<file path="src/rtl/core_debug_host_pkg.sv">
// Shared definitions for the core debug host: frame nibbles, command codes, FSM states.
package core_debug_host_pkg;

  localparam logic [3:0] HDR_NIBBLE  = 4'hA;
  localparam logic [3:0] RESP_NIBBLE = 4'h5;

  typedef enum logic [3:0] {
    CMD_RDREG = 4'h0,
    CMD_WRREG = 4'h1,
    CMD_GO    = 4'h8,
    CMD_INTGO = 4'h9,
    CMD_STEP  = 4'hA,
    CMD_STOP  = 4'hF
  } cmd_t;

  typedef enum logic [2:0] {
    ST_HDR,
    ST_TGT,
    ST_DAT,
    ST_ISSUE,
    ST_WAIT,
    ST_SEND
  } state_t;

  function automatic logic [7:0] status_byte(input logic timeout, input logic error);
    return {RESP_NIBBLE, 2'b00, timeout, error};
  endfunction

endpackage

</file>
<file path="src/rtl/core_debug_host_tx_ser.sv">
// Five-byte response serializer: a load strobe captures the frame, bytes leave MSB first
// under valid/busy flow control; done marks the cycle the last byte transfers.
module core_debug_host_tx_ser
  import core_debug_host_pkg::*;
(
  input  logic        iCLOCK,
  input  logic        inRESET,
  input  logic        load,
  input  logic [39:0] frame,
  input  logic        tx_busy,
  output logic        tx_valid,
  output logic [7:0]  tx_data,
  output logic        busy,
  output logic        done
);

  logic [39:0] shift_reg;
  logic [2:0]  cnt_reg;
  logic        valid_reg;
  logic        xfer;

  assign xfer = valid_reg && !tx_busy;

  always_ff @(posedge iCLOCK or negedge inRESET) begin
    if (!inRESET) begin
      shift_reg <= '0;
      cnt_reg   <= '0;
      valid_reg <= 1'b0;
    end else if (load) begin
      shift_reg <= frame;
      cnt_reg   <= '0;
      valid_reg <= 1'b1;
    end else if (xfer) begin
      // The byte on the wire is always the top of the shift register.
      shift_reg <= {shift_reg[31:0], 8'h00};
      if (cnt_reg == 3'd4) begin
        valid_reg <= 1'b0;
      end else begin
        cnt_reg <= cnt_reg + 3'd1;
      end
    end
  end

  assign tx_valid = valid_reg;
  assign tx_data  = shift_reg[39:32];
  assign busy     = valid_reg;
  assign done     = xfer && (cnt_reg == 3'd4);

endmodule

</file>
<file path="src/rtl/core_debug_host.sv">
// Host-side debug command initiator: rx byte frames -> CMD handshake -> 5-byte tx response.
// Optional WAIT timeout is compiled in with `CORE_DEBUG_HOST_TIMEOUT_EN.
module core_debug_host
  import core_debug_host_pkg::*;
#(
  parameter int unsigned TIMEOUT_CYCLES = 4096
) (
  input  logic        iCLOCK,
  input  logic        inRESET,
  input  logic        iRX_VALID,
  input  logic [7:0]  iRX_DATA,
  output logic        oRX_BUSY,
  output logic        oTX_VALID,
  output logic [7:0]  oTX_DATA,
  input  logic        iTX_BUSY,
  output logic        oCMD_REQ,
  input  logic        iCMD_BUSY,
  output logic [3:0]  oCMD_COMMAND,
  output logic [7:0]  oCMD_TARGET,
  output logic [31:0] oCMD_DATA,
  input  logic        iRESP_VALID,
  input  logic        iRESP_ERROR,
  input  logic [31:0] iRESP_DATA,
  output logic        oFRAME_ERROR
);

  state_t      state_reg;
  logic [1:0]  byte_cnt_reg;
  logic [3:0]  cmd_reg;
  logic [7:0]  target_reg;
  logic [31:0] data_reg;
  logic        cmd_req_reg;
  logic        frame_error_reg;

  logic        rx_accept;
  logic        rx_busy;
  logic        timeout_hit;
  logic        ser_load;
  logic        ser_busy;
  logic        ser_done;
  logic [39:0] ser_frame;

`ifdef CORE_DEBUG_HOST_TIMEOUT_EN
  logic [31:0] wait_cnt_reg;
  // Counter holds 0 on the first WAIT cycle, so TIMEOUT_CYCLES-1 marks the last one.
  assign timeout_hit = (state_reg == ST_WAIT) && (wait_cnt_reg == 32'(TIMEOUT_CYCLES - 1));
`else
  assign timeout_hit = (TIMEOUT_CYCLES == 0) && 1'b0;
`endif

  assign rx_busy   = (state_reg == ST_ISSUE) || (state_reg == ST_WAIT) ||
                     (state_reg == ST_SEND) || ser_busy;
  assign rx_accept = iRX_VALID && !rx_busy;

  // A real strobe always wins over a timeout landing in the same cycle.
  assign ser_load  = (state_reg == ST_WAIT) && (iRESP_VALID || timeout_hit);
  assign ser_frame = iRESP_VALID ? {status_byte(1'b0, iRESP_ERROR), iRESP_DATA}
                                 : {status_byte(1'b1, 1'b0), 32'h0};

  always_ff @(posedge iCLOCK or negedge inRESET) begin
    if (!inRESET) begin
      state_reg       <= ST_HDR;
      byte_cnt_reg    <= '0;
      cmd_reg         <= '0;
      target_reg      <= '0;
      data_reg        <= '0;
      cmd_req_reg     <= 1'b0;
      frame_error_reg <= 1'b0;
`ifdef CORE_DEBUG_HOST_TIMEOUT_EN
      wait_cnt_reg    <= '0;
`endif
    end else begin
      frame_error_reg <= 1'b0;
      case (state_reg)
        ST_HDR: begin
          if (rx_accept) begin
            if (iRX_DATA[7:4] == HDR_NIBBLE) begin
              cmd_reg   <= iRX_DATA[3:0];
              state_reg <= ST_TGT;
            end else begin
              frame_error_reg <= 1'b1;
            end
          end
        end
        ST_TGT: begin
          if (rx_accept) begin
            target_reg   <= iRX_DATA;
            byte_cnt_reg <= '0;
            state_reg    <= ST_DAT;
          end
        end
        ST_DAT: begin
          if (rx_accept) begin
            data_reg <= {data_reg[23:0], iRX_DATA};
            if (byte_cnt_reg == 2'd3) begin
              cmd_req_reg <= 1'b1;
              state_reg   <= ST_ISSUE;
            end else begin
              byte_cnt_reg <= byte_cnt_reg + 2'd1;
            end
          end
        end
        ST_ISSUE: begin
          if (!iCMD_BUSY) begin
            cmd_req_reg <= 1'b0;
            state_reg   <= ST_WAIT;
`ifdef CORE_DEBUG_HOST_TIMEOUT_EN
            wait_cnt_reg <= '0;
`endif
          end
        end
        ST_WAIT: begin
          if (ser_load) begin
            state_reg <= ST_SEND;
          end
`ifdef CORE_DEBUG_HOST_TIMEOUT_EN
          else begin
            wait_cnt_reg <= wait_cnt_reg + 32'd1;
          end
`endif
        end
        ST_SEND: begin
          if (ser_done) begin
            state_reg <= ST_HDR;
          end
        end
        default: state_reg <= ST_HDR;
      endcase
    end
  end

  core_debug_host_tx_ser u_tx_ser (
    .iCLOCK   (iCLOCK),
    .inRESET  (inRESET),
    .load     (ser_load),
    .frame    (ser_frame),
    .tx_busy  (iTX_BUSY),
    .tx_valid (oTX_VALID),
    .tx_data  (oTX_DATA),
    .busy     (ser_busy),
    .done     (ser_done)
  );

  assign oRX_BUSY     = rx_busy;
  assign oCMD_REQ     = cmd_req_reg;
  assign oCMD_COMMAND = cmd_reg;
  assign oCMD_TARGET  = target_reg;
  assign oCMD_DATA    = data_reg;
  assign oFRAME_ERROR = frame_error_reg;

endmodule

</file>
<file path="config.mk">
export PLATFORM = sky130hd
export DESIGN_NAME = core_debug_host
export DESIGN_NICKNAME = d
export VERILOG_FILES = /design/src/rtl/core_debug_host_pkg.sv /design/src/rtl/core_debug_host_tx_ser.sv /design/src/rtl/core_debug_host.sv
export SDC_FILE = /design/constraint.sdc
export NUM_CORES = 1
export LEC_CHECK = 0
export ABC_AREA = 0
export BUFFER_PORTS_ARGS = -buffer_cell sky130_fd_sc_hd__buf_2
export CORE_ASPECT_RATIO = 0.7
export CORE_MARGIN = 3
export CORE_UTILIZATION = 40
export CTS_CLUSTER_DIAMETER = 30
export DETAILED_ROUTE_END_ITERATION = 10
export MAX_ROUTING_LAYER = met4
export PLACE_DENSITY_LB_ADDON = 0.1
export SLEW_MARGIN = 20
export SYNTH_ARGS = -nofsm -noshare
export SYNTH_HDL_FRONTEND = slang
export SYNTH_SLANG_ARGS = --single-unit
export TNS_END_PERCENT = 5
</file>
<file path="constraint.sdc">
create_clock -name iCLOCK -period 3.6 [get_ports iCLOCK]
set_clock_uncertainty 0.2 [all_clocks]
set_input_delay 0.18 -clock iCLOCK [delete_from_list [all_inputs] [get_ports iCLOCK]]
set_output_delay 0.18 -clock iCLOCK [all_outputs]
set_load 0.01 [all_outputs]
</file>
==> results.json, run 1 <==
{
  "run_status": "completed",
  "hold_violations": 0,
  "synth.yosys.seq_area_share": 0.582,
  "crit_required_ns": 3.61,
  "drc": 0,
  "synth_edf_count": 0,
  "max_slew.worst_pin.slew_ns": 0.803,
  "syn2layout_area_growth_pct": 32.4,
  "drive_above_1_share": 0.313,
  "clk_pin_slew_ns": 0.07,
  "ctsResizeCount": 0,
  "clk_latency_ns": 0.34,
  "htreeDepth": 3,
  "grt_pass1_vias": 3208,
  "cts.sinks": 95,
  "r2r_cells": 5,
  "cp.arrival_ns": 2.49,
  "drt_first_iter_violations": 130,
  "grt_max_degree": 55,
  "r2r_slack_ns": 1.12,
  "first_pass_iters": 5,
  "final_net_count": 565,
  "cp_max_fo": 42,
  "avgViaCountPerCell": 4.94,
  "leakage_uw": 0.00275,
  "rsz0062_at_grt": "no",
  "syn-num-nets": 433,
  "overflow": 0,
  "largest_reg_flops": 40,
  "synth_cells": 383,
  "ys_ff_latch": 95,
  "place_congestion": 0.723,
  "cts_root_buffer": "clkbuf_16",
  "path_class": "reg2reg",
  "reg2reg_to": "u_tx_ser.shift_reg[12]",
  "synth-async-reset-ratio": 1.00,
  "synth_top_cell_by_area": "dfrtp_1",
  "use_met2": 0.262,
  "num_rows": 30,
  "grt_pass1_wl_mm": 15.8,
  "reg2reg_from": "state_reg[0]",
  "clock_path_buffers": 2,
  "antenna_cells": 0,
  "ys_warn_count": 0,
  "layout_worst_path_cycle_share": 0.690,
  "antenna_found_initial": 0,
  "post-synth-top-area-fraction": 0.582,
  "ant_nets": 0,
  "wl_per_cell_microns": 14.3,
  "filler_cell_count": 899,
  "vias": 3202,
  "synth.distinct_cells": 37,
  "setup_violations": 0,
  "io_buffers": 102,
  "min_period_ns": 2.48,
  "die_h_microns": 90.6,
  "grtUsageMet1": 0.235,
  "synth_area_leaders": "dfrtp_1 58%, mux2_2 8.8%, nand2_1 8.4%",
  "die_x_microns": 127,
  "hold_end": "oCMD_REQ",
  "grt_usage": 0.174,
  "hpwl_mm": 6.02,
  "power_density_nw_per_um2": 726,
  "maxCapViolCount": 0,
  "max_freq_mhz": 403,
  "pre_cts_slack_ns": 1.10,
  "fin_ws_ns": 1.12,
  "grt_util_met3": 0.0426,
  "slew_violations": 0,
  "die-area_sq_um": 11500,
  "tritoncts": "built",
  "post_cts_buffers": 0,
  "worstSetupStartpointType": "flop",
  "hp-class": "in2reg",
  "busiest_layer": "met2",
  "syn_area_sq_um": 4090,
  "ir_worst_vdd_uv": 285,
  "synth.avg_cell_area_sq_um": 10.7,
  "critPathCaptureType": "flop",
  "drt-total-wl_mm": 9.26,
  "max_slew_margin": 0.464,
  "io_pins": 103,
  "cts_made_buffers": 9,
  "holdBufCountCts": 43,
  "start_util": 0.416,
  "setup_tns_ns": 0,
  "coreArea_sq_um": 9830,
  "synth_ff_type": "dfrtp_1",
  "worstHoldPathCells": 4,
  "hp-start": "iRX_VALID"
}
stage by stage:
step / cell area, sq um / total power, uW / instances / utilization / hold slack [ns]
2_1_floorplan: 4090 / 2510 / 383 / - / -0.316
4_1_cts: 5410 / 3980 / 648 / 0.550 / 0.0115
3_3_place_gp: 4660 / 2860 / 589 / 0.473 / 0.0871
3_5_place_dp: 4660 / 2900 / 589 / 0.473 / 0.0919
6_report: 5410 / 3930 / 648 / 0.550 / 0.0292
5_1_grt: 5410 / 4220 / 648 / 0.550 / 0.0425
worst max path at each step:
stage / from / endpoint / cells after the start
after floorplan: u_tx_ser.busy / oCMD_DATA[1] / 4
after global placement: state_reg[0] / u_tx_ser.shift_reg[28] / 5
after detailed placement: state_reg[0] / u_tx_ser.shift_reg[16] / 5
after CTS: state_reg[0] / u_tx_ser.shift_reg[24] / 5
after global routing: state_reg[0] / u_tx_ser.shift_reg[30] / 5
final: state_reg[0] / u_tx_ser.shift_reg[12] / 5
area by class of cell:
class / instances / area [sq um] / share of cell area
tap: 128 / 160 / 0.0296
inverter: 5 / 18.8 / 0.00347
clock buffer: 10 / 229 / 0.0423
multi-input combinational: 253 / 1540 / 0.285
sequential: 95 / 2380 / 0.439
timing repair buffer: 151 / 988 / 0.183
clock inverter: 6 / 95.1 / 0.0176
critical path: stages, from the launching register on:
cell	delay [ns]
dfrtp_1	0.55
nor2_1	0.30
nand3_2	0.66
buf_4	0.47
nor2_1	0.10
a31oi_1	0.05
power breakdown:
part	total (uW)	switching [uW]	internal (uW)
sequential	1720	268	1450
combinational	1190	629	560
clock	1020	410	614
total	3930	1310	2620
kinds of logic after synthesis:
kind of cell,after synthesis,share of synthesized area
flops,95,0.582
buf+inv,35,0.0432
mux,45,0.124
xor+xnor,1,0.00214
simple gates,157,0.171
fa+ha+maj,3,0.00918
compound gates,47,0.0692
synth_stat cells (all sizes together), types with 2 or more instances:
library cell and instances:
nand2b 2, nor2 33, nor4bb 2, clkbuf 12, nor3 3, a21oi 10, ha 3, nand2 91
a31oi 25, mux2 44, buf 18, nor2b 3, o21ai 8, nand3 12, or3 2, dfrtp 95
and3b 2, inv 5
placed cells by master, fill, tap and decap left out, types with 2 or more instances in the layout:
cell type / netlist / layout
nand2_1: 91 / 91
clkinv_4: 0 / 4
nor3_1: 3 / 3
o21ai_0: 8 / 8
nor2_1: 31 / 31
nand3_1: 12 / 11
and3b_1: 2 / 2
inv_1: 5 / 5
bufinv_16: 0 / 2
mux2_1: 12 / 12
nor4bb_1: 2 / 2
nand2b_1: 2 / 2
buf_2: 9 / 101
dfrtp_1: 95 / 95
mux2_2: 32 / 32
a31oi_1: 25 / 25
a21oi_1: 9 / 9
nor2b_1: 3 / 2
clkbuf_16: 0 / 9
buf_4: 9 / 7
dlygate4sd3_1: 0 / 43
ha_1: 3 / 3
per-layer routing:
layer | share of wire | vias up
li1 | - | 1554
met3 | 0.047 | 10
met2 | 0.45 | 67
met1 | 0.49 | 1571
met5 | 0 | -
met4 | 0.013 | 0
Note: power is estimated with default switching activity, not from simulation.
==> run 2: changes to the inputs <==
- clock period: 3.6 -> 2.3 ns (I/O delays scaled with it)
==> results.json, run 2 (same netlist as run 1, synthesis figures left out) <==
{
  "slew_violations": 0,
  "coreArea_sq_um": 9830,
  "overflow": 0,
  "ir_worst_vdd_uv": 435,
  "maxCapViolCount": 0,
  "final_common_cell": "buf_2",
  "leakage_uw": 0.00281,
  "final_net_count": 576,
  "hpwl_mm": 6.06,
  "multi_input_area_sq_um": 1550,
  "die_x_microns": 127,
  "syn2layout_area_growth_pct": 35.8,
  "worstSetupStartpointType": "flop",
  "hp-class": "in2reg",
  "power_density_nw_per_um2": 1120,
  "drive_above_1_share": 0.318,
  "run_status": "completed",
  "fin_ws_ns": 0.140,
  "tritoncts": "built",
  "setup_violations": 0,
  "clk_pin_slew_ns": 0.07,
  "clock_path_buffers": 2,
  "cts_root_buffer": "clkbuf_16",
  "ff_latch_area_sq_um": 2380,
  "htreeDepth": 3,
  "whs_ns": 0.111,
  "critPathCaptureType": "flop",
  "largest_reg_flops": 40,
  "cts_made_buffers": 9,
  "num_rows": 30,
  "filler_cell_count": 888,
  "ant_nets": 0,
  "post_cts_buffers": 0,
  "start_util": 0.416,
  "io_buffers": 102,
  "die-area_sq_um": 11500,
  "clk_latency_ns": 0.33,
  "cp_max_fo": 61,
  "io_pins": 103,
  "max_freq_mhz": 463,
  "avgViaCountPerCell": 4.83,
  "hold_violations": 0,
  "min_period_ns": 2.16,
  "drt-total-wl_mm": 9.35,
  "first_pass_iters": 4,
  "die_h_microns": 90.6,
  "final_cell_mix": "101 x buf_2, 94 x dfrtp_1, 91 x nand2_1",
  "vias": 3186,
  "drt_first_iter_violations": 226,
  "grt_usage": 0.172,
  "path_class": "reg2reg",
  "drc": 0,
  "setup_tns_ns": 0,
  "grt_pass1_vias": 3085,
  "rsz0062_at_grt": "no",
  "grt_pass1_wl_mm": 15.6,
  "crit_required_ns": 2.31,
  "antenna_found_initial": 0,
  "max_slew_margin": 0.608,
  "grt_max_degree": 62,
  "wl_per_cell_microns": 14.2,
  "cp.arrival_ns": 2.17,
  "place_congestion": 0.788,
  "antenna_cells": 0,
  "layout_worst_path_cycle_share": 0.939,
  "cts.sinks": 95,
  "max_slew.worst_pin.slew_ns": 0.586,
  "pre_cts_slack_ns": 0.372
}
## run 2: changes by cell type in the layout (fill, tap and decap cells not counted)
cell	delta
buf_12	+4
buf_4	-1
bufinv_16	-1
clkbuf_1	-1
clkinv_4	-2
clkinvlp_4	+2
dfrtp_1	-1
dfrtp_2	+1
dlygate4sd3_1	+8
inv_6	+2
nor2_1	-1
nor2_4	+1
## run 2: metal layers
| metal | vias to the layer above | track usage | part of all wire |
|---|---|---|---|
| met5 | - | - | 0 |
| met4 | 0 | 0.0429 | 0.0073 |
| met3 | 8 | 0.0431 | 0.041 |
| met2 | 65 | 0.251 | 0.46 |
| met1 | 1538 | 0.242 | 0.50 |
| li1 | 1575 | - | - |
## run 2: layout make-up
type                       instances  share of cell area
inverter                           5             0.00338
sequential                        95               0.428
multi-input combinational        253               0.279
clock inverter                     7              0.0144
clock buffer                       9              0.0406
tap                              128              0.0288
timing repair buffer             162               0.205
## run 2: critical path, stage by stage (launching register included)
cell and delay, ns:
dfrtp_1 0.55, nor2_4 0.21, nand3_2 0.11, buf_12 0.23
nor2_1 0.12, a31oi_1 0.05, dlygate4sd3_1 0.57
## run 2: power by group
group | internal (uW) | leakage [uW] | switching, uW
clock network | 854 | 0.000143 | 651
logic | 983 | 0.00142 | 1010
registers | 2270 | 0.00126 | 427
## run 2: final timing paths
kind,startpoint,endpoint,slack (ns),cells after the start
min in group asynchronous,inRESET,u_tx_ser.shift_reg[16],0.12,3
worst max-delay path,state_reg[1],u_tx_ser.shift_reg[17],0.14,6
max in group asynchronous,inRESET,u_tx_ser.shift_reg[4],0.81,3
worst max register to register,state_reg[1],u_tx_ser.shift_reg[17],0.14,6
worst min-delay path,iRESP_VALID,u_tx_ser.busy,0.11,4
worst min register to register,oCMD_TARGET[2],oCMD_TARGET[2],0.28,1
## run 2: timing repair
action                                 4_1_cts  5_1_grt
hold buffers                                51        0
endpoints found under the hold margin      152        0
setup endpoints to repair                    0        5
gates resized for setup                      0        3
## run 2: stage by stage
stage                      util  cells  total power, uW  cell area, sq um
after floorplan               -    383             3930              4090
after global placement    0.481    592             4510              4730
after detailed placement  0.481    592             4590              4730
after CTS                 0.564    659             6260              5540
after global routing      0.565    659             6650              5550
final                     0.565    659             6200              5550
==> run 3: changes to the inputs <==
- BUFFER_PORTS_ARGS: -buffer_cell sky130_fd_sc_hd__buf_2 -> -buffer_cell sky130_fd_sc_hd__buf_4
==> results.json, run 3 (same netlist as run 1, synthesis figures left out) <==
{
  "reg2reg_to": "u_tx_ser.shift_reg[15]",
  "p_int_uw": 4290,
  "combPwrFrac": 0.337,
  "syn2layout_area_growth_pct": 41.5,
  "clock_path_buffers": 2,
  "avgViaCountPerCell": 4.88,
  "first_pass_iters": 4,
  "hpwl_mm": 6.02,
  "max_slew.worst_pin.slew_ns": 0.479,
  "place_congestion": 0.760,
  "io_pins": 103,
  "antenna_found_initial": 0,
  "antenna_cells": 0,
  "coreArea_sq_um": 9830,
  "crit_required_ns": 2.32,
  "grt_max_degree": 62,
  "hold_violations": 0,
  "run_status": "completed",
  "setup_violations": 0,
  "placedCellCount": 590,
  "overflow": 0,
  "tritoncts": "built",
  "largest_reg_flops": 40,
  "clockPowerShare": 0.236,
  "grt_pass1_vias": 3168,
  "total_power_uw": 6360,
  "start_util": 0.416,
  "post_cts_buffers": 0,
  "vias": 3198,
  "cp.arrival_ns": 2.15,
  "critPathCaptureType": "flop",
  "power_density_nw_per_um2": 1100,
  "max_freq_mhz": 469,
  "p_switching_uw": 2070,
  "clk_pin_slew_ns": 0.07,
  "worstSetupStartpointType": "flop",
  "min_period_ns": 2.13,
  "ir_worst_vdd_uv": 513,
  "maxCapViolCount": 0,
  "final_common_cell": "buf_4",
  "num_rows": 30,
  "cp_max_fo": 61,
  "filler_cell_count": 861,
  "die_x_microns": 127,
  "cts_made_buffers": 9,
  "die_h_microns": 90.6,
  "max_slew_margin": 0.681,
  "layout_worst_path_cycle_share": 0.927,
  "ant_nets": 0,
  "r2r_cells": 6,
  "final_net_count": 573,
  "die-area_sq_um": 11500,
  "final_cell_count_no_fill": 656,
  "wl_per_cell_microns": 14.1,
  "cts_root_buffer": "clkbuf_16",
  "cts.sinks": 95,
  "p_seq_frac": 0.427,
  "path_class": "reg2reg",
  "slew_violations": 0,
  "clk_latency_ns": 0.34,
  "grt_usage": 0.173,
  "drt-total-wl_mm": 9.22,
  "r2r_slack_ns": 0.17,
  "io_buffers": 102,
  "leakage_uw": 0.00286,
  "drc": 0,
  "pre_cts_slack_ns": 0.361,
  "swShare": 0.326,
  "setup_tns_ns": 0,
  "placed_area_sq_um": 4970,
  "drt_first_iter_violations": 183,
  "fin_ws_ns": 0.167,
  "hp-class": "in2async",
  "rsz0062_at_grt": "no",
  "grt_pass1_wl_mm": 15.6,
  "reg2reg_from": "state_reg[1]",
  "drive_above_1_share": 0.316,
  "final_cell_mix": "105 x buf_4, 94 x dfrtp_1, 91 x nand2_1",
  "htreeDepth": 3,
  "final_area_sq_um": 5780
}
[run 3: cell types whose count changed in the layout (fill, tap and decap cells not counted), sizes merged]
cell	change
clkbuf	+1
inv	-1
dlygate4sd3	-1
buf	-2
clkinvlp	-1
clkinv	+1
[run 3: per-layer routing]
metal,track usage,wire (microns),part of all wire
met5,-,0,0
met1,0.236,4500,0.49
met4,0.0536,82,0.0089
met3,0.0420,381,0.041
met2,0.255,4260,0.46
[run 3: worst max-delay path by stage]
stage / start / end / cells past startpoint
after detailed placement: state_reg[2] / oCMD_TARGET[7] / 4
after CTS: state_reg[0] / u_tx_ser.shift_reg[15] / 6
after global placement: state_reg[2] / oCMD_TARGET[5] / 4
after global routing: state_reg[1] / u_tx_ser.shift_reg[9] / 6
final: state_reg[1] / u_tx_ser.shift_reg[15] / 6
after floorplan: u_tx_ser.busy / oCMD_DATA[1] / 4
[run 3: timing repair]
item,in CTS,in global routing
hold endpoints to repair,120,0
setup endpoints to repair,0,4
hold buffers,50,0
gates resized for setup,0,3
[run 3: critical path, stage by stage (launching register included)]
cell	delay [ns]
dfrtp_1	0.54
nor2_4	0.21
nand3_2	0.11
buf_12	0.22
nor2_1	0.12
a31oi_1	0.05
dlygate4sd3_1	0.57
[run 3: layout make-up]
type | instances | area [sq um] | share of cell area
clock buffer | 10 | 239 | 0.0413
multi-input combinational | 253 | 1550 | 0.268
timing repair buffer | 159 | 1370 | 0.237
inverter | 5 | 18.8 | 0.00325
sequential | 95 | 2380 | 0.411
tap | 128 | 160 | 0.0277
clock inverter | 6 | 68.8 | 0.0119
[run 3: power by group through the flow]
stage | Combinational, uW | Sequential, uW | Clock (uW)
6_report | 2140 | 2720 | 1500
5_1_grt | 2390 | 2800 | 1620
4_1_cts | 2170 | 2710 | 1560
3_5_place_dp | 2040 | 2740 | 0
3_3_place_gp | 1990 | 2710 | 0
2_1_floorplan | 1230 | 2710 | 0
[run 3: stage by stage]
| step | hold WS [ns] | util |
|---|---|---|
| 6_report | 0.0726 | 0.588 |
| 5_1_grt | 0.112 | 0.588 |
| 4_1_cts | 0.0719 | 0.587 |
| 3_5_place_dp | -0.0872 | 0.505 |
| 3_3_place_gp | -0.0941 | 0.505 |
| 2_1_floorplan | -0.381 | - |
